File: config.mk
export PLATFORM = sky130hd
export DESIGN_NAME = lsu
export DESIGN_NICKNAME = d
export VERILOG_FILES = /design/src/rtl/lsu_pkg.sv /design/src/rtl/lsu_rdata_ext.sv /design/src/rtl/lsu.sv
export SDC_FILE = /design/constraint.sdc
export NUM_CORES = 1
export LEC_CHECK = 0
export CAP_MARGIN = 20
export CORE_ASPECT_RATIO = 1.75
export CORE_MARGIN = 3
export CORE_UTILIZATION = 25
export DETAILED_ROUTE_END_ITERATION = 16
export GPL_TIMING_DRIVEN = 0
export PLACE_DENSITY = 0.73
export SLEW_MARGIN = 0
export SYNTH_ARGS = -nofsm -noshare
export SYNTH_HDL_FRONTEND = slang
export SYNTH_SLANG_ARGS = --single-unit
File: constraint.sdc
create_clock -name clk_i -period 5.7 [get_ports clk_i]
set_input_delay 1.71 -clock clk_i [delete_from_list [all_inputs] [get_ports clk_i]]
set_output_delay 1.71 -clock clk_i [all_outputs]
set_load 0.01 [all_outputs]
File: src/rtl/lsu_pkg.sv
// lsu_pkg: size codes, FSM states and lane helpers shared by the load/store unit
package lsu_pkg;
  localparam logic [2:0] LDST_B  = 3'd0;
  localparam logic [2:0] LDST_H  = 3'd1;
  localparam logic [2:0] LDST_W  = 3'd2;
  localparam logic [2:0] LDST_BU = 3'd4;
  localparam logic [2:0] LDST_HU = 3'd5;
  typedef enum logic [1:0] {IDLE, WAIT, DONE} state_t;
  function automatic logic ldst_ok(input logic [2:0] size, input logic [1:0] a);
    return (size == LDST_B || size == LDST_BU) ? 1'b1 :
           (size == LDST_H || size == LDST_HU) ? !a[0] :
           (size == LDST_W) ? (a == 2'b00) : 1'b0;
  endfunction
  function automatic logic [3:0] ldst_be(input logic [2:0] size, input logic [1:0] a);
    return size == LDST_W ? 4'b1111 : size[0] ? (a[1] ? 4'b1100 : 4'b0011) : 4'b0001 << a;
  endfunction
  function automatic logic [31:0] ldst_wdata(input logic [2:0] size, input logic [31:0] d);
    return size == LDST_W ? d : size[0] ? {2{d[15:0]}} : {4{d[7:0]}};
  endfunction
endpackage

File: src/rtl/lsu_rdata_ext.sv
// lsu_rdata_ext: picks the addressed byte/half of a read word and sign/zero-extends it
//   size  : latched size code
//   a     : latched addr[1:0]
//   rdata : memory read word
//   ext   : extended load result
module lsu_rdata_ext
  import lsu_pkg::*;
(
  input  logic [2:0]  size,
  input  logic [1:0]  a,
  input  logic [31:0] rdata,
  output logic [31:0] ext
);
  logic [7:0]  b;
  logic [15:0] h;
  logic        fill;
  always_comb begin
    b    = a[1] ? (a[0] ? rdata[31:24] : rdata[23:16]) : (a[0] ? rdata[15:8] : rdata[7:0]);
    h    = a[1] ? rdata[31:16] : rdata[15:0];
    // size[2] marks the unsigned variants, size[0] the halfword ones
    fill = !size[2] && (size[0] ? h[15] : b[7]);
    ext  = size == LDST_W ? rdata : size[0] ? {{16{fill}}, h} : {{24{fill}}, b};
  end
endmodule

File: src/rtl/lsu.sv
// lsu: load/store unit issuing one word-aligned memory access per core request
//   clk_i, reset             : clock, synchronous active-high reset
//   lsu_req_i .. lsu_data_i  : core request (we, size, byte address, store data)
//   lsu_data_o               : registered load result
//   lsu_stall_req_o          : core stall while an access is in flight
//   lsu_err_o                : one-cycle pulse for misaligned/illegal-size requests
//   data_*                   : synchronous data memory port
module lsu
  import lsu_pkg::*;
#(
  parameter int MEM_LATENCY = 1,
  parameter int CNT_W       = 3
) (
  input  logic        clk_i,
  input  logic        reset,
  input  logic        lsu_req_i,
  input  logic        lsu_we_i,
  input  logic [2:0]  lsu_size_i,
  input  logic [31:0] lsu_addr_i,
  input  logic [31:0] lsu_data_i,
  output logic [31:0] lsu_data_o,
  output logic        lsu_stall_req_o,
  output logic        lsu_err_o,
  output logic        data_req_o,
  output logic        data_we_o,
  output logic [3:0]  data_be_o,
  output logic [31:0] data_addr_o,
  output logic [31:0] data_wdata_o,
  input  logic [31:0] data_rdata_i
);
  state_t           state;
  logic [CNT_W-1:0] cnt;
  logic [2:0]       sz_q;
  logic [1:0]       a_q;
  logic             ok;
  logic             accept;
  logic [31:0]      ext_data;
  lsu_rdata_ext u_ext (
    .size  (sz_q),
    .a     (a_q),
    .rdata (data_rdata_i),
    .ext   (ext_data)
  );
  always_comb begin
    ok              = ldst_ok(lsu_size_i, lsu_addr_i[1:0]);
    accept          = state == IDLE && lsu_req_i && ok;
    data_req_o      = accept;
    lsu_stall_req_o = accept || state == WAIT;
    data_we_o       = accept && lsu_we_i;
    data_be_o       = accept ? ldst_be(lsu_size_i, lsu_addr_i[1:0]) : 4'b0000;
    data_addr_o     = accept ? {lsu_addr_i[31:2], 2'b00} : 32'd0;
    data_wdata_o    = accept ? ldst_wdata(lsu_size_i, lsu_data_i) : 32'd0;
  end
  always_ff @(posedge clk_i) begin
    if (reset) begin
      state      <= IDLE;
      cnt        <= '0;
      sz_q       <= LDST_W;
      a_q        <= 2'b00;
      lsu_data_o <= 32'd0;
      lsu_err_o  <= 1'b0;
    end else begin
      lsu_err_o <= state == IDLE && lsu_req_i && !ok;
      case (state)
        IDLE: if (accept) begin
          sz_q  <= lsu_size_i;
          a_q   <= lsu_addr_i[1:0];
          cnt   <= CNT_W'(MEM_LATENCY);
          state <= lsu_we_i ? DONE : WAIT;
        end
        WAIT: begin
          cnt <= cnt - 1'b1;
          if (cnt == CNT_W'(1)) begin
            lsu_data_o <= ext_data;
            state      <= DONE;
          end
        end
        default: state <= IDLE;
      endcase
    end
  end
endmodule

==> summary by stage <==
Outcome
The flow ran to the end, and the final reports show no timing, DRC or antenna violations.

Pwr
The reported leakage power is 2.00 nW. The total power is 0.939 mW. The worst supply voltage drop on vdd is 94.7 µV.

The power density of the placed cells is 176 nW/µm².

Cells and area
Once layout is done, the placed cells without fillers occupy 5340 µm². The signed area change from the synthesized netlist to the final layout is 81.9%. The post-layout net count is 707. The post-layout utilization of the core is 47.3%.

The count of antenna diodes in the layout is 0. Of the cells placed in the final design, the portion with a size suffix greater than 1 is 10.8%. The finished layout holds 735 standard cells, fillers aside.

Drt
The final route contains about 3,700 vias. The number of vias per cell is roughly 5.0. The final antenna-violating net count is 0. For this run, the detailed router's first-pass iteration total came to 4.

The first-iteration detailed-routing DRC count is 169. The routed wire length is 12.9 mm. The detail-routed net length per standard cell is 17.5 µm. The remaining design rule violation count is 0.

Floorplanning
The die is 149 µm tall. The chip width is 87.9 µm. After floorplanning, the core was divided into 51 placement rows. Pin placement for this block handled ~210 I/O pins. The initial standard-cell utilization of the core is between 20% and 30%. The area inside the core boundary is between 10,000 and 15,000 µm². The die covers 13,100 µm².

Placement
In this run the cell area measured after placement is 5130 µm². The congestion estimate from routability-driven global placement came to 0.882. The placed wire-length estimate is 10.5 mm. The number of input and output port buffers inserted is 202.

The number of placed instances, taps included, is 725. The setup slack at placement is 0.0191 ns.

Logic synthesis
The number of synthesis warnings is 0. Counting flops with a built-in enable in the synthesized netlist gives 0. The most used flip-flop cell after synthesis is sky130_fd_sc_hd__dfxtp_1. The sequential element share of the synthesized area is 29.3%. The number of distinct library cell variants in the gate-level netlist after synthesis is 43.

The proportion of register bits with asynchronous set or reset after synthesis is 0%. Counting flops and latches in the post-synthesis netlist gives 43. Each instance of the synthesized netlist takes up on average about 7.5 µm².

Counting every instance in the synthesized netlist gives 390. The cell area that synthesis handed to floorplanning was 2940 µm².

Timing
The worst path in the final design needs a cycle of 5.54 ns, including I/O delays and setup. Of the available clock period, the critical path in the final layout requires 97.3%. The total count of hold-check failures in the final report is 0. Setup repair after global routing left no endpoint under its margin.

For this run, the top clock speed supported by timing is 180 MHz. The total count of max-transition violations in the final report came to 0. The number of failing setup endpoints in the final timing report is 0. Adding up every negative setup slack in the final design gives 0 ns.

Measured against its own limit, the worst slew margin works out to 57.7%. Once routing completed, OpenROAD measured the worst setup slack at approximately 0.16 ns. Between clock sinks in the finished design, the worst skew comes to around 0.0047 ns. Hold is met by ~0.46 ns. At the pin with the least slew margin, the transition time is between 0.6 and 0.7 ns.

Clock tree
After clock tree synthesis, the clock-pin slew on the worst setup and hold paths is 0.06 ns. For the worst-skew pair, the clock arrives at the later sink with an insertion delay of 0.29 ns. Clock tree synthesis found a total of 43 sinks.

TritonCTS built the clock tree. The clock root buffer master is sky130_fd_sc_hd__clkbuf_16. TritonCTS created 5 clock buffers. The number of levels the H-tree was split into is 2. The maximum clock insertion buffer count is 2.

The count of hold-fix buffers inserted at cts is 0.

Setup path
Along the worst path, the maximum fanout reaches 10. At the worst endpoint, the required time is 3.99 ns. The count of cells along the worst register-to-register path is 6. The startpoint type of the worst setup path is an input port. The data arrival time of the critical path is 3.83 ns. STA classifies the critical path endpoint as an output port. The classification of the worst setup path is input port to output port.

GRT
Global routing consumed, over all layers together, 19.3% of the routing resources. Entering global routing, the biggest net connects 15 pins. The number of antenna violations at the first check in global routing is 0. The total overflow left after global routing is 0. The first-pass GRT wire length is approximately 19 mm. The number of global-route vias before repair is 3,891.

Flow run
The max-cap violation count is 0.

Worst hold path
The worst min-delay path category is flop to flop. The instance count along the most critical hold path is 2.
==> cells by family (layout without fill, tap and decap cells) <==
kind of cell	after synthesis	count (layout)	share of synthesized area, %
buffers and inverters	39	251	7.16
AND/OR/NAND/NOR	184	184	30.5
AO/OA/AOI/OAI	104	104	26.1
multiplexers	17	17	5.92
other	1	2	0.128
flip-flops	43	43	29.3
adder cells (fa/ha/maj)	2	2	0.852
==> where the power goes <==
part	switching [mW]	internal, mW	total [mW]
clock network	0.124	0.207	0.331
logic	0.134	0.158	0.292
registers	0.00656	0.309	0.316
==> what timing repair did <==
action / CTS / global route
setup buffers: 0 / 2
setup endpoints to repair: 0 / 55
resized for setup: 0 / 11
==> flip-flops by register name, summed over array words and instances, names as in the netlist <==
signal	cells
a_q	2
cnt	3
lsu_data_o	32
lsu_err_o	1
state	2
sz_q	3
==> path summary, 6_finish.rpt <==
| kind | start | endpoint | slack, ns |
|---|---|---|---|
| setup / recovery | lsu_addr_i[1] | data_wdata_o[17] | 0.16 |
| hold reg to reg | lsu_data_o[7] | lsu_data_o[7] | 0.46 |
| setup reg to reg | cnt[0] | lsu_data_o[26] | 3.88 |
| hold / removal | lsu_data_o[7] | lsu_data_o[7] | 0.46 |
==> routing by layer <==
layer  part of all wire, %  up-vias  track usage, %
li1                      -     1765               -
met1                    34     1643            19.1
met2                    51      249            35.1
met3                   9.8       42            5.42
met4                   5.2        0            10.8
met5                     0        -               0
==> synth_stat cells, types with 2 or more instances <==
cell	instances	share of area [%]
sky130_fd_sc_hd__nor2_1	63	8.1
sky130_fd_sc_hd__nand2_1	53	6.8
sky130_fd_sc_hd__dfxtp_1	43	29
sky130_fd_sc_hd__a21oi_1	41	7.0
sky130_fd_sc_hd__and2_1	39	8.3
sky130_fd_sc_hd__a211oi_1	21	5.4
sky130_fd_sc_hd__mux2i_1	16	5.5
sky130_fd_sc_hd__a211oi_2	11	4.7
sky130_fd_sc_hd__buf_2	11	1.9
sky130_fd_sc_hd__clkbuf_1	10	1.3
sky130_fd_sc_hd__o21ai_0	10	1.7
sky130_fd_sc_hd__nor3b_1	8	2.0
sky130_fd_sc_hd__o221a_2	7	2.7
sky130_fd_sc_hd__inv_1	5	0.64
sky130_fd_sc_hd__nand2b_1	5	1.1
sky130_fd_sc_hd__buf_4	4	1.0
sky130_fd_sc_hd__buf_6	4	1.5
sky130_fd_sc_hd__clkbuf_2	4	0.68
sky130_fd_sc_hd__nor3_1	4	0.68
sky130_fd_sc_hd__nor2b_1	3	0.64
sky130_fd_sc_hd__o21ai_1	3	0.51
sky130_fd_sc_hd__ha_1	2	0.85
sky130_fd_sc_hd__nor3b_2	2	0.85
sky130_fd_sc_hd__o22ai_4	2	1.4
==> cells in the final DEF (no fill, tap or decap), types with 2 or more instances in the layout <==
cell / synthesis / final
sky130_fd_sc_hd__dfxtp_1: 43 / 43
sky130_fd_sc_hd__ha_1: 2 / 2
sky130_fd_sc_hd__nand2b_1: 5 / 5
sky130_fd_sc_hd__buf_6: 4 / 4
sky130_fd_sc_hd__a211oi_1: 21 / 21
sky130_fd_sc_hd__a211oi_2: 11 / 11
sky130_fd_sc_hd__clkbuf_2: 4 / 6
sky130_fd_sc_hd__o21ai_0: 10 / 10
sky130_fd_sc_hd__buf_2: 11 / 11
sky130_fd_sc_hd__conb_1: 1 / 2
sky130_fd_sc_hd__clkdlybuf4s50_1: 0 / 198
sky130_fd_sc_hd__nor2b_1: 3 / 3
sky130_fd_sc_hd__dlymetal6s2s_1: 0 / 4
sky130_fd_sc_hd__nor3b_1: 8 / 8
sky130_fd_sc_hd__clkbuf_1: 10 / 8
sky130_fd_sc_hd__and2_1: 39 / 39
sky130_fd_sc_hd__mux2i_1: 16 / 16
sky130_fd_sc_hd__nor3_1: 4 / 4
sky130_fd_sc_hd__o22ai_4: 2 / 2
sky130_fd_sc_hd__nor2_1: 63 / 63
sky130_fd_sc_hd__buf_4: 4 / 6
sky130_fd_sc_hd__o21ai_1: 3 / 3
sky130_fd_sc_hd__inv_1: 5 / 5
sky130_fd_sc_hd__nand2_1: 53 / 52
sky130_fd_sc_hd__clkbuf_16: 0 / 5
sky130_fd_sc_hd__a21oi_1: 41 / 41
sky130_fd_sc_hd__o221a_2: 7 / 7
==> cell type report <==
class | count | area [µm²]
clock buffer | 5 | 125
sequential | 43 | 861
multi-input combinational | 309 | 1890
buffer | 33 | 190
fill | 1067 | 5950
inverter | 6 | 22.5
clock inverter | 3 | 43.8
tap | 132 | 165
timing repair buffer | 204 | 2050
==> critical path, cell delays in order <==
cell and delay (ns):
sky130_fd_sc_hd__clkdlybuf4s50_1 0.53, sky130_fd_sc_hd__nor4_4 0.28, sky130_fd_sc_hd__o21ai_1 0.12, sky130_fd_sc_hd__buf_2 0.21
sky130_fd_sc_hd__buf_2 0.21, sky130_fd_sc_hd__a21oi_1 0.19, sky130_fd_sc_hd__clkdlybuf4s50_1 0.57
Note: power is estimated with default switching activity, not from simulation.
